### src/rtl/parking_slot_allocator.sv
// Parking slot allocator: scans the free-slot bitmap, grants one-hot slots and takes exit releases back.
// Optional macro PARK_ROUND_ROBIN_EN starts each scan after the last granted slot instead of at slot 0.
module parking_slot_allocator #(
  parameter int NUM_SLOTS = 8,
  parameter int IDX_W     = 3,
  parameter int CNT_W     = 4
) (
  input  logic                 clk,
  input  logic                 rst,
  input  logic                 entry_req,
  output logic                 grant_valid,
  input  logic                 grant_ready,
  output logic [NUM_SLOTS-1:0] park_location,
  output logic [IDX_W-1:0]     slot_index,
  output logic                 entry_reject,
  input  logic                 exit_valid,
  input  logic [NUM_SLOTS-1:0] exit_location,
  output logic                 release_err,
  output logic [NUM_SLOTS-1:0] free_slots,
  output logic [CNT_W-1:0]     free_count,
  output logic                 full
);

  typedef enum logic [1:0] {S_IDLE, S_SCAN, S_GRANT} state_e;

  state_e               state_q, state_d;
  logic [IDX_W-1:0]     ptr_q, ptr_d;
  logic [IDX_W-1:0]     idx_q, idx_d;
  logic [NUM_SLOTS-1:0] free_q, free_d;
  logic [CNT_W-1:0]     cnt_q, cnt_d;
  logic                 rej_q, rej_d;
  logic                 rerr_q, rerr_d;
  logic [NUM_SLOTS-1:0] alloc_mask, rel_mask;
  logic                 rel_ok;
  logic [IDX_W-1:0]     start_slot;

`ifdef PARK_ROUND_ROBIN_EN
  logic [IDX_W-1:0]     last_q, last_d;

  assign start_slot = (last_q == IDX_W'(NUM_SLOTS-1)) ? '0 : last_q + 1'b1;
`else
  assign start_slot = '0;
`endif

  always_comb begin
    state_d    = state_q;
    ptr_d      = ptr_q;
    idx_d      = idx_q;
    rej_d      = 1'b0;
    alloc_mask = '0;
`ifdef PARK_ROUND_ROBIN_EN
    last_d     = last_q;
`endif
    case (state_q)
      S_IDLE: begin
        if (entry_req) begin
          if (full) begin
            rej_d = 1'b1;
          end else begin
            state_d = S_SCAN;
            ptr_d   = start_slot;
          end
        end
      end
      S_SCAN: begin
        if (free_q[ptr_q]) begin
          alloc_mask[ptr_q] = 1'b1;
          idx_d             = ptr_q;
          state_d           = S_GRANT;
`ifdef PARK_ROUND_ROBIN_EN
          last_d            = ptr_q;
`endif
        end else begin
          ptr_d = (ptr_q == IDX_W'(NUM_SLOTS-1)) ? '0 : ptr_q + 1'b1;
        end
      end
      S_GRANT: begin
        if (grant_ready) state_d = S_IDLE;
      end
      default: state_d = S_IDLE;
    endcase

    // Release legality is judged against the current bitmap, so releasing the slot
    // being allocated this same cycle is an error (it is still free in free_q).
    rel_ok   = exit_valid && $onehot(exit_location) && ((exit_location & free_q) == '0);
    rel_mask = rel_ok ? exit_location : '0;
    rerr_d   = exit_valid && !rel_ok;

    free_d = (free_q & ~alloc_mask) | rel_mask;
    cnt_d  = '0;
    for (int unsigned i = 0; i < NUM_SLOTS; i++) begin
      cnt_d = cnt_d + CNT_W'(free_d[i]);
    end
  end

  always_ff @(posedge clk) begin
    if (rst) begin
      state_q <= S_IDLE;
      ptr_q   <= '0;
      idx_q   <= '0;
      free_q  <= '1;
      cnt_q   <= CNT_W'(NUM_SLOTS);
      rej_q   <= 1'b0;
      rerr_q  <= 1'b0;
`ifdef PARK_ROUND_ROBIN_EN
      last_q  <= IDX_W'(NUM_SLOTS-1);
`endif
    end else begin
      state_q <= state_d;
      ptr_q   <= ptr_d;
      idx_q   <= idx_d;
      free_q  <= free_d;
      cnt_q   <= cnt_d;
      rej_q   <= rej_d;
      rerr_q  <= rerr_d;
`ifdef PARK_ROUND_ROBIN_EN
      last_q  <= last_d;
`endif
    end
  end

  assign grant_valid   = (state_q == S_GRANT);
  assign park_location = grant_valid ? (NUM_SLOTS'(1) << idx_q) : '0;
  assign slot_index    = idx_q;
  assign entry_reject  = rej_q;
  assign release_err   = rerr_q;
  assign free_slots    = free_q;
  assign free_count    = cnt_q;
  assign full          = (cnt_q == '0);

endmodule

### config.mk
export PLATFORM = sky130hd
export DESIGN_NAME = parking_slot_allocator
export DESIGN_NICKNAME = d
export VERILOG_FILES = /design/src/rtl/parking_slot_allocator.sv
export SDC_FILE = /design/constraint.sdc
export NUM_CORES = 1
export LEC_CHECK = 0
export CAP_MARGIN = 20
export CORE_AREA = 2 2 75 48
export CTS_BUF_LIST = sky130_fd_sc_hd__clkbuf_8
export DETAILED_ROUTE_END_ITERATION = 8
export DIE_AREA = 0 0 77 50
export GPL_TIMING_DRIVEN = 1
export PLACE_DENSITY = 0.87
export REMOVE_ABC_BUFFERS = 1
export SYNTH_ARGS = -nofsm -noshare
export SYNTH_HDL_FRONTEND = slang
export SYNTH_SLANG_ARGS = --single-unit
### constraint.sdc
create_clock -name clk -period 9.08 [get_ports clk]
set_input_delay 1.362 -clock clk [delete_from_list [all_inputs] [get_ports clk]]
set_output_delay 1.362 -clock clk [all_outputs]
set_load 0.05 [all_outputs]
# Word level (Yosys, flattened, before mapping)
# Cells that the tools add are included.
[word_totals]
regBits = 22
in_bits = 13
output_inout_bits = 27
word_cells = 72
[op_classes]
add_sub_neg = 15
magnitude_cmp = 2
n_eq_ne = 9
shifts = 1
muxes = 19
bitwise = 6
n_reduce_logical = 13
[op_table]
columns = ["operator", "count"]
rows = [
  ["8-bit 2-to-1 mux", 4],
  ["4-bit by 1-bit adder with 4-bit output", 4],
  ["8-bit AND", 2],
  ["3-bit 2-to-1 mux", 4],
  ["1-bit by 1-bit adder with 2-bit output", 5],
  ["8-bit zero test", 1],
  ["2-bit 2-to-1 mux", 4],
  ["2-bit != test, second input constant", 4],
  ["8-bit NOT", 1],
  ["8-bit OR", 1],
  ["4-bit AND reduction", 2],
  ["1-bit by 3-bit << shifter with 8-bit output, first input constant", 1],
  ["2-bit by 2-bit adder with 3-bit output", 2],
  ["2-bit one-hot mux with 3 select lines", 1],
  ["3-bit one-hot mux with 2 select lines", 1],
  ["3-bit by 1-bit adder with 4-bit output", 1],
  ["3-bit by 3-bit adder with 4-bit output", 1],
  ["4-bit by 1-bit equality test with 1-bit output, second input constant", 1],
  ["1-bit logical AND", 4],
  ["4-bit zero test", 1],
  ["3-bit by 4-bit less-than comparator with 1-bit output, second input constant", 1],
  ["2-bit by 1-bit adder with 3-bit output", 1],
  ["3-bit by 1-bit adder with 3-bit output, second input constant", 1],
  ["1-bit binary-select mux with 3-bit select", 1],
  ["13 further kinds", 16],
]

# Depth between registers and ports, before layout
# Gate-level depths: netlist of the first run.
[depth]
ltp_word = 16
ltp_mapped = 25
ltp_nobuf = 23

# Worst setup path after synthesis of the first run
# Ideal clock, no wire load.
[synth_timing]
path_kind = "input to register"
start = "input exit_location[0]"
end = "register cnt_q[2], in the netlist free_count[2]"
setup_ps = 127
arrival_ps = 6773
required_time_ps = 8953
slack_ps = 2179
path_stages = 25
n_path_buf = 2
cell_sequence = "inv_1 -> fa_1 -> fa_1 -> fa_1 -> inv_1 -> ha_1 -> inv_1 -> fa_1 -> nand3_1 -> a221oi_1 -> and3_1 -> buf_2 -> buf_4 -> a22oi_1 -> fa_1 -> inv_1 -> fa_1 -> inv_1 -> fa_1 -> inv_1 -> ha_1 -> inv_1 -> fa_1 -> xor2_1 -> nor2_1"
[synth_via]
elab_chain_cells = 15
word_cells_on_any_way = 17
classes_between = "add/sub (10); eq/ne (1); mux (1); bitwise (2); reduce/logical (3)"
[synth_rtl]
columns = ["item", "line_no", "text"]
rows = [
  ["from (decl)", "17", "input logic [NUM_SLOTS-1:0] exit_location,"],
  ["1-bit by 1-bit adder with 2-bit output (implied by the code)", "85", "rel_ok = exit_valid && $onehot(exit_location) && ((exit_location & free_q) == '0);"],
  ["2-bit by 2-bit adder with 3-bit output (implied by the code)", "85", ""],
  ["3-bit by 3-bit adder with 4-bit output (implied by the code)", "85", ""],
  ["4-bit by 1-bit equality test with 1-bit output", "85", ""],
  ["1-bit logical AND (2 in series)", "85", ""],
  ["8-bit 2-to-1 mux (*)", "86", "rel_mask = rel_ok ? exit_location : '0;"],
  ["8-bit OR (*)", "89", "free_d = (free_q & ~alloc_mask) | rel_mask;"],
  ["1-bit by 1-bit adder with 2-bit output", "92", "cnt_d = cnt_d + CNT_W'(free_d[i]);"],
  ["2-bit by 1-bit adder with 3-bit output", "92", ""],
  ["3-bit by 1-bit adder with 4-bit output", "92", ""],
  ["4-bit by 1-bit adder with 4-bit output (3 in series)", "92", ""],
  ["4-bit by 1-bit adder with 4-bit output (*)", "92", ""],
  ["to (signal assigned)", "102", "cnt_q <= CNT_W'(NUM_SLOTS);"],
  ["to (signal assigned)", "113", "cnt_q <= cnt_d;"],
  ["to (decl)", "30", "logic [CNT_W-1:0] cnt_q, cnt_d;"],
]
# Every way passes the cells marked *; elsewhere a longest branch is shown, timed or not.
# A chain may end at the register's enable or synchronous reset.

# Final worst setup path of the first run
# Ends and elaborated chain as after synthesis.

==> out/metrics.csv, run 1 <==
metric,value,unit
"EDFF count, synth",0,
Post-Synthesis Cells,167,
Critical R2R Capture,free_count[2]$_SDFF_PP0_,
GRT overflow,0,
unrepaired setup endpoints after global routing,no,
NumNets Final,235,
root buf cell,clkbuf_8,
skew final,4.798,ps
syn_area_per_cell,9.335,sq um
Unique masters post-synth,40,
"Seq/Total Area, Yosys",28.25,%
Logic pwr share,33.0,%
run status,finished clean,
hold path depth,2,
ys async rst share,0,%
Pleak,0.8351,nW
worst-path maximum fanout,15,
share of layout cells above drive strength 1,6.341,%
commonest cells in the netlist,"24 x inv_1, 22 x dfxtp_1, 13 x nand2_1, 11 x nor2_1, 9 x nand2b_1",
WP data arrival,7890,ps
Syn-to-layout area delta,30.18,%
H-tree depth,1,
Max Slew Vio Count,0,
post-route ant nets,0,
PostCTS Resize Cnt,0,
Worst VDD drop,0.0001170,V
vias in the first global route,1265,
most frequent cell after synthesis,inv_1,
synth top area cells,"dfxtp_1 28%, fa_1 10%, ha_1 6.4%, inv_1 5.8%, mux2i_1 4.5%",
drt wl/cell,13.34,um
Power Density,128.3,nW/um^2
Synth Cell Area,1559,sq um
setup violators final,0,
design area,2029,sq um
fin cells,250,
max_cap viols,0,
Pre-antenna DRT Iters,4,
Max transition margin,45.18,%
Psw,0.08498,mW
Register-to-Register Setup Slack,4820,ps
Die Area,3850,sq um
TritonCTS clock tree,built,
largest area contributor in the netlist,dfxtp_1,
fill count,294,
Total Wirelength,3336,um
first-pass GRT wire length,5816,um
clk buf depth,2,
Worst Hold Class,reg2reg,
Most used DFF post-synth,dfxtp_1,
FMAX,0.1287,GHz
FF+latch area,440.4,sq um
post-route DRC violation count,0,
ant diodes,0,
Clock transition at path regs,80,ps
Hold EP,slot_index[0]$_SDFFE_PP0P_,
Setup Buffers After CTS,0,
placed cells,246,
pin count of the biggest net entering global routing,26,
area post-placement,1974,sq um
Seq pwr share,40.2,%
Multi-input gate area,997.2,sq um
gr usage total,18.98,%
Synth Warn #,0,
min Tclk post-route,7770,ps
Worst-Margin Slew,819.7,ps
initial antenna violation count,0,
HPWL after DPL,2679,um
Internal,0.1754,mW
IO Count,40,
row count,16,
HP Start,slot_index[0]$_SDFFE_PP0P_,
endpoints failing hold,0,
Die H,50,um
cts bufs inserted,3,
core box area,3163,sq um
FF-to-FF Start,ptr_q[0]$_SDFFE_PP0P_,
clock sinks,22,
Synth top area share,28.25,%
clock share of power,26.8,%
Worst-Skew Late Latency,260,ps
Pwr Total,0.2604,mW
Detailed Route Iter0 Violations,117,
Setup crit end kind,flop,
Final Wtd Congestion,0.8576,
CP required,9200,ps
setup TNS,0,ps
Final period util,85.57,%
Vias/cell,5.296,
"FF+latch count, synth",22,
critical path startpoint category,input pin,
R2R cell count,15,
Die Width,77,um
via count,1324,
CP Class,in2reg,
switching part of the total,32.64,%
Initial Utilization,49.29,%
number of port buffers,39,
CTS Hold Bufs,0,
## worst max path at each step
stage	slack, ps	from	to
finish	1310	exit_location[0]	free_count[2]$_SDFF_PP0_
global route	900	exit_location[0]	free_count[2]$_SDFF_PP0_
CTS	1330	exit_location[0]	free_count[2]$_SDFF_PP0_
detailed placement	1080	exit_location[0]	free_count[2]$_SDFF_PP0_
global placement	1220	exit_location[0]	free_count[2]$_SDFF_PP0_
floorplan	2160	exit_location[0]	free_count[2]$_SDFF_PP0_
## area by class of cell
cell class              count  share of cell area, %
multi-input cells         116                  49.14
clock buffers               4                  2.713
well taps                  45                  2.774
flip-flops and latches     22                  21.70
repair buffers             39                  19.24
inverters                  24                  4.439
## cells by family after synthesis
family          after synthesis  synth area share [%]
mux                          10                 6.902
flops                        22                 28.25
simple gates                 49                 16.13
fa+ha+maj                    16                 16.69
buf+inv                      29                 7.785
xor+xnor                      1                0.5619
compound gates               40                 23.68
## cell usage in the layout (no fill, tap or decap), drive strengths merged, types with 2 or more instances in the layout
cell type and count:
nor2b 5, dfxtp 22, a221o 6, nand2 13, nand3 3, a21oi 2
clkdlybuf4s50 39, inv 24, a221oi 2, clkbuf 4, a22oi 6, a211o 7
mux2 3, a21o 2, nor3 2, nand2b 9, a21boi 2, nor2 11
fa 8, a41oi 2, o2bb2ai 3, ha 8, o21ai 2, mux2i 7
a211oi 2, nor3b 2
## power by group through the flow
stage	Clock (mW)	Combinational, mW	Sequential [mW]
after floorplan	0	0.0456	0.119
after global placement	0	0.0842	0.107
after detailed placement	0	0.0855	0.107
after CTS	0.0709	0.0865	0.105
after global routing	0.0751	0.0961	0.106
final	0.0697	0.0859	0.105
## through the flow
stage | utilization [%] | setup slack (ps) | hold slack (ps)
after floorplan | - | 2161 | 503.0
after global placement | 62.42 | 1224 | 488.9
after detailed placement | 62.42 | 1080 | 498.3
after CTS | 64.16 | 1335 | 511.2
after global routing | 64.16 | 904.0 | 554.9
final | 64.16 | 1310 | 505.7
## flip-flops by register name, indices dropped and copies added (netlist names)
name          cells
free_count        4
ptr_q             3
entry_reject      1
state_q           2
release_err       1
slot_index        3
free_slots        8
## worst max-delay path, cell delays in order
cell and delay, ps:
clkdlybuf4s50_1 550, inv_1 90, fa_1 570, fa_1 440
fa_1 450, inv_1 70, ha_1 160, inv_1 50
fa_1 490, nand3_1 80, a221oi_1 350, and3_1 570
a22oi_1 210, fa_1 550, inv_1 50, fa_1 470
inv_1 50, fa_1 440, inv_1 90, ha_1 160
inv_1 50, fa_1 370, xor2_1 140, nor2_1 50
## metal layers
layer  wire [um]  up-vias  global-route usage [%]
met2        1334       57                   28.22
met3         317        3                   5.311
met4          10        0                   2.679
li1            -      665                       -
met1        1674      599                   27.93
met5           0        -                       0
Power figures use the tool's default switching activity.
==> inputs of run 2 (changes only) <==
- CORE_AREA: 2 2 75 48 -> 2 2 72 46
- DIE_AREA: 0 0 77 50 -> 0 0 74 48
- DONT_BUFFER_PORTS: not set -> 1
- PLACE_DENSITY: 0.87 -> 0.76
==> run 2 against run 1 <==
  * Die area decreased by 7.7%
  * First-iteration DRC count increased by 51%
  * Routed wire length increased by 7.4%
  * Core utilization decreased by 5.9 points
  * Total power decreased by 5.7%
  * Clock power increased by 0.6%
  * Critical path type unchanged
  * Largest cell class unchanged
  * Highest routed layer unchanged
==> out/metrics.csv, run 2 (same netlist as run 1, synthesis figures left out) <==
metric,value,unit,change
Worst VDD drop,0.00008692,V,was 0.0001170 V
Syn-to-layout area delta,5.859,%,was 30.18%
Worst-Margin Slew,1096,ps,was 819.7 ps
unrepaired setup endpoints after global routing,no,,unchanged
Total Wirelength,3582,um,was 3336 um
Die Width,74,um,was 77 um
gr usage total,22.44,%,was 18.98%
clock share of power,28.6,%,was 26.8%
WP data arrival,7500,ps,was 7890 ps
HPWL after DPL,2805,um,was 2679 um
TritonCTS clock tree,built,,unchanged
critical path startpoint category,input pin,,unchanged
Power Density,148.7,nW/um^2,was 128.3 nW/um^2
ant diodes,0,,unchanged
drt wl/cell,17.06,um,was 13.34 um
Detailed Route Iter0 Violations,177,,was 117
number of port buffers,0,,was 39
first-pass GRT wire length,5747,um,was 5816 um
FMAX,0.1362,GHz,was 0.1287 GHz
via count,1238,,was 1324
max reg flops,8,,unchanged
initial antenna violation count,0,,unchanged
Setup Buffers After CTS,0,,unchanged
Final Util,58.23,%,was 64.16%
PostCTS Resize Cnt,0,,unchanged
cts bufs inserted,3,,unchanged
Die H,48,um,was 50 um
H-tree depth,1,,unchanged
share of layout cells above drive strength 1,8.929,%,was 6.341%
post-route DRC violation count,0,,unchanged
most frequent cells in the layout,"24 x inv_1, 22 x dfxtp_1, 13 x nand2_1",,"was 39 x clkdlybuf4s50_1, 24 x inv_1, 22 x dfxtp_1"
Setup crit end kind,flop,,unchanged
Final Wtd Congestion,0.8020,,was 0.8576
clock sinks,22,,unchanged
core box area,2834,sq um,was 3163 sq um
Logic pwr share,23.4,%,was 33.0%
CTS Hold Bufs,0,,unchanged
skew final,4.359,ps,was 4.798 ps
Clock transition at path regs,70,ps,was 80 ps
Max Slew Vio Count,0,,unchanged
pin count of the biggest net entering global routing,26,,unchanged
Pleak,0.6974,nW,was 0.8351 nW
CP Class,in2reg,,unchanged
worst-path maximum fanout,15,,unchanged
"most common cell after layout, fill and taps aside",inv_1,,was clkdlybuf4s50_1
root buf cell,clkbuf_8,,unchanged
post-route ant nets,0,,unchanged
setup violators final,0,,unchanged
Worst-Skew Late Latency,260,ps,about the same
Die Area,3552,sq um,was 3850 sq um
Max transition margin,26.79,%,was 45.18%
Vias/cell,5.895,,was 5.296
setup TNS,0,ps,unchanged
max_cap viols,0,,unchanged
Initial Utilization,55.01,%,was 49.29%
Internal,0.1640,mW,was 0.1754 mW
min Tclk post-route,7343,ps,was 7770 ps
Psw,0.08150,mW,was 0.08498 mW
CP required,9240,ps,was 9200 ps
endpoints failing hold,0,,unchanged
Final period util,80.87,%,was 85.57%
IO Count,40,,unchanged
clk buf depth,2,,unchanged
run status,finished clean,,unchanged
Pre-antenna DRT Iters,4,,unchanged
row count,15,,was 16
Seq pwr share,48.0,%,was 40.2%
GRT overflow,0,,unchanged
Worst Hold Class,reg2reg,,unchanged
NumNets Final,198,,was 235
vias in the first global route,1192,,was 1265
switching part of the total,33.20,%,was 32.64%
## run 2: critical path, stage by stage
cell,delay (ps)
inv_1,30
fa_1,560
fa_1,430
fa_1,440
inv_1,70
ha_1,170
inv_1,60
fa_1,510
nand3_1,80
a221oi_1,470
and3_1,610
a22oi_1,210
fa_1,570
inv_1,50
fa_1,470
inv_1,50
fa_1,460
inv_1,80
ha_1,170
inv_1,60
fa_1,380
xor2_1,150
nor2_1,60
## run 2: cell type report
class | count | area (sq um)
fill | 256 | 1184
sequential | 22 | 440.4
inverter | 24 | 90.09
clock buffer | 4 | 55.05
tap | 42 | 52.55
timing repair buffer | 2 | 15.01
multi-input combinational | 116 | 997.2
## run 2: worst paths after layout
kind                            startpoint                       end  slack (ps)  cells past startpoint
hold / removal     state_q[0]$_SDFFE_PP0P_   entry_reject$_SDFF_PP0_         560                      3
setup / recovery          exit_location[0]  free_count[2]$_SDFF_PP0_        1740                     23
hold reg to reg    state_q[0]$_SDFFE_PP0P_   entry_reject$_SDFF_PP0_         560                      3
setup reg to reg  free_slots[4]$_SDFF_PP1_  free_count[2]$_SDFF_PP0_        4500                     15
## run 2: power by group through the flow
stage	clock network (mW)	registers, mW	logic [mW]
4_1_cts	0.0739	0.118	0.0576
5_1_grt	0.0764	0.119	0.0670
3_3_place_gp	0	0.120	0.0543
6_report	0.0701	0.118	0.0575
3_5_place_dp	0	0.120	0.0569
2_1_floorplan	0	0.119	0.0456
## run 2: metal layers
metal | GRT usage, % | vias to the layer above | wire length, um | part of all wire (%)
met5 | 0 | - | 0 | 0
met4 | 6.909 | 0 | 30 | 0.84
met1 | 30.36 | 584 | 1703 | 48
li1 | - | 590 | - | -
met3 | 7.158 | 5 | 342 | 9.5
met2 | 34.82 | 59 | 1505 | 42
## run 2: through the flow
stage,area [sq um],instances,setup WS (ps),power [mW],hold WS [ps]
floorplan,1528,162,2161,0.1646,503.0
global placement,1595,206,1769,0.1745,541.5
detailed placement,1595,206,1542,0.1770,555.6
CTS,1650,210,1803,0.2493,570.3
global route,1650,210,1348,0.2619,603.3
finish,1650,210,1737,0.2455,558.4
==> inputs of run 3 (changes only) <==
- clock period: 9.08 -> 7.64 ns (I/O delays scaled with it)
==> run 3 against run 2 <==
  * Non-clock buffer count grew 1
  * Sequential power grew 19%
  * Critical endpoint unchanged
  * Final area grew 0.46%
==> out/metrics.csv, run 3 (same netlist as run 1, synthesis figures left out) <==
metric,value,unit,change
run status,finished clean,,unchanged
HPWL after DPL,2705,um,was 2805 um
H-tree depth,1,,unchanged
root buf cell,clkbuf_8,,unchanged
Die Area,3552,sq um,unchanged
met3 global-route usage,6.947,%,was 7.158%
Syn-to-layout area delta,6.340,%,was 5.859%
CP required,7810,ps,was 9240 ps
drt wl/cell,16.44,um,was 17.06 um
core box area,2834,sq um,unchanged
ant diodes,0,,unchanged
DP Worst Slack,411.5,ps,was 1542 ps
max reg flops,8,,unchanged
Worst Hold Class,reg2reg,,unchanged
pin count of the biggest net entering global routing,26,,unchanged
setup violators final,0,,unchanged
GRT overflow,0,,unchanged
vias in the first global route,1156,,was 1192
met1 usage,30.14,%,was 30.36%
Power Density,177.9,nW/um^2,was 148.7 nW/um^2
Vias/cell,5.853,,was 5.895
CTS Hold Bufs,0,,unchanged
GRT busiest layer,met1,,was met2
IO Count,40,,unchanged
"most common cell after layout, fill and taps aside",inv_1,,unchanged
met2 Use GR,29.82,%,was 34.82%
Worst VDD drop,0.00009969,V,was 0.00008692 V
initial antenna violation count,0,,unchanged
final hold slack,571.6,ps,was 558.4 ps
most frequent cells in the layout,"24 x inv_1, 22 x dfxtp_1, 13 x nand2_1",,unchanged
critical path's slowest cell,fa_1,,was and3_1
share of layout cells above drive strength 1,9.467,%,was 8.929%
row count,15,,unchanged
Setup crit end kind,flop,,unchanged
PostCTS Resize Cnt,0,,unchanged
Final WS setup,652.3,ps,was 1737 ps
Worst-Margin Slew,1101,ps,was 1096 ps
design area,1658,sq um,was 1650 sq um
Setup Buffers After CTS,0,,unchanged
WP data arrival,7150,ps,was 7500 ps
Die Width,74,um,unchanged
Multi-input gate area,997.2,sq um,unchanged
placed cells,207,,was 206
Worst-Skew Late Latency,260,ps,about the same
critical path startpoint,exit_location[0],,unchanged
FMAX,0.1431,GHz,
Die H,48,um,unchanged
fin cells,211,,was 210
via count,1235,,was 1238
Initial Utilization,55.01,%,unchanged
endpoints failing hold,0,,unchanged
Clock transition at path regs,80,ps,was 70 ps
Max Slew Vio Count,0,,unchanged
worst-path cell chain,inv_1 -> fa_1 -> fa_1 -> fa_1 -> inv_1 -> ha_1 -> inv_1 -> fa_1 -> nand3_1 -> a221oi_1 -> and3_1 -> a22oi_1 -> fa_1 -> inv_1 -> fa_1 -> inv_1 -> fa_1 -> inv_1 -> ha_1 -> inv_1 -> fa_1 -> xor2_1 -> nor2_1,,unchanged
post-route ant nets,0,,unchanged
post-route DRC violation count,0,,unchanged
critical path startpoint category,input pin,,unchanged
CP Class,in2reg,,unchanged
max_cap viols,0,,unchanged
NumNets Final,199,,was 198
Detailed Route Iter0 Violations,170,,was 177
FF+latch area,440.4,sq um,unchanged
clock sinks,22,,unchanged
TritonCTS clock tree,built,,unchanged
Pleak,0.7029,nW,was 0.6974 nW
"slowest stage delay, CP",560,ps,was 610 ps
skew final,6.467,ps,was 4.359 ps
first-pass GRT wire length,5395,um,was 5747 um
gr usage total,20.74,%,was 22.44%
Total Wirelength,3468,um,was 3582 um
min Tclk post-route,6988,ps,
Max transition margin,26.46,%,was 26.79%
setup TNS,0,ps,unchanged
clk buf depth,2,,unchanged
worst-path maximum fanout,12,,was 15
area post-placement,1603,sq um,was 1595 sq um
Final Wtd Congestion,0.8216,,was 0.8020
Final period util,91.46,%,
cts bufs inserted,3,,unchanged
fill count,251,,was 256
unrepaired setup endpoints after global routing,no,,unchanged
HP Start,state_q[1]$_SDFFE_PP0P_,,was state_q[0]$_SDFFE_PP0P_
number of port buffers,0,,unchanged
CP dominant cell by count,fa_1,,unchanged
FF-to-FF Start,free_slots[5]$_SDFF_PP1_,,was free_slots[4]$_SDFF_PP1_
Pre-antenna DRT Iters,4,,unchanged
-- run 3: final timing paths --
path,slack [ps],cells after the start,to
min,570,3,entry_reject$_SDFF_PP0_
max,650,23,free_count[2]$_SDFF_PP0_
max reg2reg,3200,15,free_count[2]$_SDFF_PP0_
min reg2reg,570,3,entry_reject$_SDFF_PP0_
-- run 3: power breakdown --
part | total [mW] | leakage, nW | internal [mW] | switching (mW)
Combinational | 0.0710 | 0.495 | 0.0294 | 0.0416
Clock | 0.0838 | 0.0288 | 0.0460 | 0.0378
Sequential | 0.140 | 0.179 | 0.120 | 0.0199
-- run 3: cell type report --
cell class	instances	area share [%]
Sequential cell	22	26.57
Tap cell	42	3.170
Timing Repair Buffer	3	1.358
Inverter	24	5.434
Multi-Input combinational cell	116	60.15
Clock buffer	4	3.321
-- run 3: critical path: cells and delay by family --
| family | cells | cell delay [ps] |
|---|---|---|
| and+or+nand+nor | 3 | 630 |
| AOI/OAI and AO/OA | 2 | 600 |
| xor gates and xnor gates | 1 | 160 |
| buffers and inverters | 7 | 430 |
| adders and majority gates | 10 | 4180 |
-- run 3: per-stage QoR --
step / power, mW / util, %
3_3_place_gp: 0.2080 / 56.56
2_1_floorplan: 0.1956 / -
5_1_grt: 0.3114 / 58.50
3_5_place_dp: 0.2120 / 56.56
6_report: 0.2949 / 58.50
4_1_cts: 0.2958 / 58.50
-- run 3: routing by layer --
metal	part of all wire [%]	up-vias	routed length, um
li1	-	592	-
met3	8.0	2	279
met2	43	44	1485
met4	0.37	0	13
met1	49	597	1690
met5	0	-	0
